File: config.mk
export PLATFORM = sky130hd
export DESIGN_NAME = exmem_arbiter
export DESIGN_NICKNAME = d
export VERILOG_FILES = /design/src/rtl/exmem_arbiter.sv
export SDC_FILE = /design/constraint.sdc
export NUM_CORES = 1
export LEC_CHECK = 0
export ABC_AREA = 1
export BUFFER_PORTS_ARGS = -buffer_cell sky130_fd_sc_hd__buf_2
export CORE_MARGIN = 2
export CORE_UTILIZATION = 51
export CTS_BUF_LIST = sky130_fd_sc_hd__clkbuf_16
export CTS_CLUSTER_DIAMETER = 150
export DETAILED_ROUTE_END_ITERATION = 10
export PLACE_DENSITY = 0.82
export SETUP_SLACK_MARGIN = 0.5
export SYNTH_ARGS = -nofsm -noshare
export SYNTH_HDL_FRONTEND = slang
export SYNTH_SLANG_ARGS = --single-unit
File: constraint.sdc
create_clock -name clk -period 3.6 [get_ports clk]
set_clock_uncertainty 0.15 [all_clocks]
set_input_delay 0.72 -clock clk [delete_from_list [all_inputs] [get_ports clk]]
set_output_delay 0.72 -clock clk [all_outputs]
set_load 0.02 [all_outputs]
File: src/rtl/exmem_arbiter.sv
// Two-port arbiter/sequencer in front of the negedge-clocked exmem: one access per cycle, ordered read returns.
// Build option: define EXMEM_ARB_FIXED_PRIO_EN for fixed priority (port 0 always wins ties) instead of round-robin.
module exmem_arbiter #(
  parameter int WIDTH         = 8,
  parameter int RAM_ADDR_BITS = 8
) (
  input  logic                     clk,
  input  logic                     reset_n,
  input  logic                     p0_req,
  input  logic                     p0_we,
  input  logic [RAM_ADDR_BITS-1:0] p0_adr,
  input  logic [WIDTH-1:0]         p0_wdata,
  output logic                     p0_gnt,
  output logic                     p0_rvalid,
  output logic [WIDTH-1:0]         p0_rdata,
  input  logic                     p1_req,
  input  logic                     p1_we,
  input  logic [RAM_ADDR_BITS-1:0] p1_adr,
  input  logic [WIDTH-1:0]         p1_wdata,
  output logic                     p1_gnt,
  output logic                     p1_rvalid,
  output logic [WIDTH-1:0]         p1_rdata,
  output logic                     mem_en,
  output logic                     mem_memwrite,
  output logic [RAM_ADDR_BITS-1:0] mem_adr,
  output logic [WIDTH-1:0]         mem_writedata,
  input  logic [WIDTH-1:0]         mem_memdata
);

  logic w_gnt0, w_gnt1, w_acc0, w_acc1, w_acc;

`ifdef EXMEM_ARB_FIXED_PRIO_EN
  always_comb begin
    w_gnt0 = reset_n & p0_req;
    w_gnt1 = reset_n & p1_req & ~p0_req;
  end
`else
  // r_rr_p1 = 1 means port 1 wins the next tie.
  logic r_rr_p1;

  always_comb begin
    w_gnt0 = reset_n & p0_req & (~p1_req | ~r_rr_p1);
    w_gnt1 = reset_n & p1_req & (~p0_req |  r_rr_p1);
  end

  always_ff @(posedge clk or negedge reset_n) begin
    if (!reset_n)    r_rr_p1 <= 1'b0;
    else if (w_acc0) r_rr_p1 <= 1'b1;
    else if (w_acc1) r_rr_p1 <= 1'b0;
  end
`endif

  assign p0_gnt = w_gnt0;
  assign p1_gnt = w_gnt1;
  assign w_acc0 = p0_req & w_gnt0;
  assign w_acc1 = p1_req & w_gnt1;
  assign w_acc  = w_acc0 | w_acc1;

  // Stage A: drive exmem for the negedge that follows, and remember who asked.
  logic r_a_rd, r_a_own;

  always_ff @(posedge clk or negedge reset_n) begin
    if (!reset_n) begin
      mem_en        <= 1'b0;
      mem_memwrite  <= 1'b0;
      mem_adr       <= '0;
      mem_writedata <= '0;
      r_a_rd        <= 1'b0;
      r_a_own       <= 1'b0;
    end else if (w_acc) begin
      mem_en        <= 1'b1;
      mem_memwrite  <= w_acc1 ? p1_we    : p0_we;
      mem_adr       <= w_acc1 ? p1_adr   : p0_adr;
      mem_writedata <= w_acc1 ? p1_wdata : p0_wdata;
      r_a_rd        <= w_acc1 ? ~p1_we   : ~p0_we;
      r_a_own       <= w_acc1;
    end else begin
      mem_en        <= 1'b0;
      mem_memwrite  <= 1'b0;
      r_a_rd        <= 1'b0;
    end
  end

  // Stage B: memdata is sampled one edge after issue because a back-to-back
  // access overwrites it on the following negedge.
  logic             r_b_rd, r_b_own;
  logic [WIDTH-1:0] r_b_data;

  always_ff @(posedge clk or negedge reset_n) begin
    if (!reset_n) begin
      r_b_rd   <= 1'b0;
      r_b_own  <= 1'b0;
      r_b_data <= '0;
    end else begin
      r_b_rd   <= r_a_rd;
      r_b_own  <= r_a_own;
      r_b_data <= mem_memdata;
    end
  end

  logic w_ret0, w_ret1;
  assign w_ret0 = r_b_rd & ~r_b_own;
  assign w_ret1 = r_b_rd &  r_b_own;

  always_ff @(posedge clk or negedge reset_n) begin
    if (!reset_n) begin
      p0_rvalid <= 1'b0;
      p1_rvalid <= 1'b0;
      p0_rdata  <= '0;
      p1_rdata  <= '0;
    end else begin
      p0_rvalid <= w_ret0;
      p1_rvalid <= w_ret1;
      if (w_ret0) p0_rdata <= r_b_data;
      if (w_ret1) p1_rdata <= r_b_data;
    end
  end

endmodule

==> After elaboration in Yosys (flattened, before gate mapping) <==
Cells that the tools add are included.
{ "word_totals": {"register_bits": 49, "latch_bits": 0, "ramBits": 0, "romBits": 0, "mem_count": 0} }
{ "classes": {"n_addsub": 0, "mul": 0, "div": 0, "magnitude_cmp": 0, "n_eq_ne": 0, "n_shift": 0, "n_mux": 9, "bitwise_logic": 17, "reduce_logical": 1} }
{ "op_table": {"columns": ["op", "count"], "rows": [
  ["8-bit two-way mux", 2],
  ["1-bit AND", 8],
  ["1-bit two-way mux", 7],
  ["1-bit inverter", 6],
  ["1-bit OR", 3],
  ["2-bit nonzero test", 1]
]} }

==> Longest topological paths before layout <==
{ "logic_depth": {"word_depth": 6, "mapped_depth": 8, "depth_no_buf": 7} }

==> Worst setup path before layout <==
OpenSTA, ideal clock, no wires.
{ "synth_timing": {"path_type": "in2out", "startpoint": "input port reset_n", "endpoint": "output port p1_gnt", "t_arrival_ns": 1.113, "path_slack_ns": 1.617, "stages": 4, "path_cell_list": "nand2_2 -> inv_4 -> nand2_4 -> inv_1"} }
{ "synth_between": {"elab_chain_len": 2} }
{ "synth_lines": {"columns": ["item", "line_no", "rtl"], "rows": [
  ["start, declared", "8", "input logic reset_n,"],
  ["1-bit AND (2 in a row)", "43", "w_gnt1 = reset_n & p1_req & (~p0_req | r_rr_p1);"],
  ["end, declared", "20", "output logic p1_gnt,"]
]} }
Every way passes these cells.

==> Worst setup path in the final report <==
Ends and elaborated chain as after synthesis.

==> flow_summary.json <==
{
  "cts_tree": "built",
  "crit_chain": "buf_2, nand2_2, inv_4, nand2_4, inv_1, buf_2",
  "postCtsHoldBufs": 0,
  "syn-instance-count": 223,
  "fp.dieArea_um2": 4568,
  "vias": 1671,
  "clkLatencyLatePin_ns": 0.28,
  "die-height_um": 67.59,
  "worst-setup-path-type": "input port to output pin",
  "leakage_nw": 1.550,
  "tritoncts_num_sinks": 49,
  "rsz0062_at_grt": "no",
  "min_period_over_period": 0.7030,
  "placement.cell_area_um2": 2454,
  "max_cap_violations": 0,
  "portBuffers": 83,
  "crit_path_top_delay_cell": "nand2_4",
  "h_tree_level_count": 2,
  "postLayoutCellArea_um2": 2616,
  "mostFrequentLayoutCell": "nand2_1",
  "final_hold_vio_count": 0,
  "postSynthNetCount": 269,
  "n_fill_cell": 324,
  "synthDistinctLibCells": 19,
  "slew_headroom": 0.4998,
  "cts_post_setup_buffers_inserted": 0,
  "final_layout_size_suffix_gt1_frac": 0.3562,
  "max_freq_mhz": 395.1,
  "grt_pass1_wl_um": 6141,
  "grtUsageTotal": 0.1804,
  "hold_path_class": "input port to async pin",
  "worst-path-max-fanout": 21,
  "path_clk_slew_ns": 0.06,
  "critical_path.startpoint_type": "input port",
  "cpMostUsedCell": "buf_2",
  "clk_tree_root_cell": "clkbuf_16",
  "start_util": 0.5230,
  "drt-pass1-iter-count": 4,
  "first_iter_violations": 77,
  "grt_pass1_vias": 1394,
  "layout.cells.most_common_list": "104 x nand2_1, 83 x buf_2, 49 x dfrtp_1",
  "power_mw": 1.601,
  "final-max-slew-violation-count": 0,
  "final_period_minus_worst_setup_slack_ns": 2.531,
  "critical_path.endpoint_type": "output pin",
  "max_stage_delay_ns": 0.20,
  "yosysSeqAreaShare": 0.5947,
  "worst-slew-pin-transition_ns": 0.7503,
  "cts_made_buffers": 5,
  "final-setup-viol-count": 0,
  "gp_congestion": 0.7272,
  "die_x_um": 67.59,
  "syn-mean-instance-area_um2": 9.247,
  "power-per-cell-area_nw_per_um2": 612.0,
  "layout.nets": 351,
  "grt.overflow.total": 0,
  "max-clock-path-buffers": 2,
  "routed_wl_um": 3970,
  "core_area_um2": 3943,
  "grt_antenna_before_repair": 0,
  "totalNegativeSetupSlack_ns": 0,
  "post_synth_instance_area_um2": 2062,
  "outcome": "complete, no violations",
  "insertedDiodeCount": 0,
  "drc_errors": 0,
  "vdd.ir_drop.worst_mv": 0.2520,
  "seq_cells_post_synth": 49,
  "io_pins": 84,
  "via_per_inst": 4.694,
  "worst-endpoint-required_ns": 2.73,
  "worst-endpoint-arrival_ns": 1.66,
  "detailed_placement_wirelength_estimate_um": 2827,
  "final_core_util": 0.6636,
  "yosys_warnings": 0,
  "grt_max_degree": 47,
  "floorplan.rows": 23,
  "postRouteAntennaNets": 0,
  "routedWlPerCell_um": 11.15,
  "layout-area-overhead-vs-synth_pct": 26.88,
  "ctsResizeCount": 0
}
[cells in the mapped netlist, drive strengths merged]
cell type,number,area [um2]
nand3,16,80.08
o21ai,18,123.9
buf,8,90.08
nand2,109,426.7
nor2,3,30.03
or2,1,6.260
inv,18,75.07
clkbuf,1,3.750
dfrtp,49,1226
[per-layer routing]
layer / routed length [um] / global-route usage / up-vias
li1: - / - / 847
met1: 1793 / 0.2257 / 759
met2: 1820 / 0.2990 / 59
met3: 321 / 0.06167 / 6
met4: 35 / 0.04592 / 0
met5: 0 / 0 / -
[final timing paths]
| kind | from | end | slack (ns) | cells past startpoint |
|---|---|---|---|---|
| worst max-delay path | reset_n | p1_gnt | 1.07 | 6 |
| min in group clk | r_a_rd$_DFF_PN0_ | r_b_rd$_DFF_PN0_ | 0.20 | 0 |
| max in group asynchronous | reset_n | p0_rdata[4]$_DFFE_PN0P_ | 2.41 | 2 |
| worst min-delay path | reset_n | mem_adr[2]$_DFFE_PN0P_ | 0.11 | 1 |
| worst max register to register | r_b_rd$_DFF_PN0_ | p0_rdata[6]$_DFFE_PN0P_ | 2.13 | 4 |
| worst min register to register | r_a_rd$_DFF_PN0_ | r_b_rd$_DFF_PN0_ | 0.20 | 0 |
[flip-flops by register name, indices dropped and copies added, names as in the netlist]
name / cells
r_b_own: 1
r_b_rd: 1
r_a_own: 1
mem_en: 1
mem_adr: 8
p1_rdata: 8
r_rr_p1: 1
r_b_data: 8
p1_rvalid: 1
mem_memwrite: 1
r_a_rd: 1
mem_writedata: 8
p0_rdata: 8
p0_rvalid: 1
[kinds of logic (layout without fill, tap and decap cells)]
group | Yosys count | count (layout) | share of synthesized area
simple gates | 129 | 129 | 0.2633
flops | 49 | 49 | 0.5947
buf+inv | 27 | 110 | 0.08191
compound gates | 18 | 18 | 0.06007
[worst max-delay path: cells and delay by family]
| family | cells | cell delay, ns |
|---|---|---|
| and+or+nand+nor | 2 | 0.29 |
| buffers and inverters | 4 | 0.65 |
[cell type report]
| class | count | area (um2) | area share |
|---|---|---|---|
| well taps | 50 | 62.56 | 0.02391 |
| repair buffers | 84 | 422.9 | 0.1616 |
| clock inverters | 3 | 37.54 | 0.01435 |
| flip-flops and latches | 49 | 1226 | 0.4687 |
| clock buffers | 5 | 125.1 | 0.04782 |
| inverters | 18 | 75.07 | 0.02869 |
| multi-input cells | 147 | 666.9 | 0.2549 |
[stage by stage]
stage | setup WS [ns] | hold slack [ns] | instances
after CTS | 1.057 | 0.1089 | 356
final | 1.069 | 0.1103 | 356
after floorplan | 1.617 | 0.1812 | 223
after global routing | 0.9769 | 0.1096 | 356
after detailed placement | 1.059 | 0.1865 | 348
after global placement | 1.104 | 0.1836 | 348
[where the power goes]
group          internal, mW  switching, mW
logic                 0.138          0.261
clock network         0.323          0.182
registers             0.651         0.0466
total                  1.11          0.490
No activity file was read; power rests on OpenSTA's default activity.
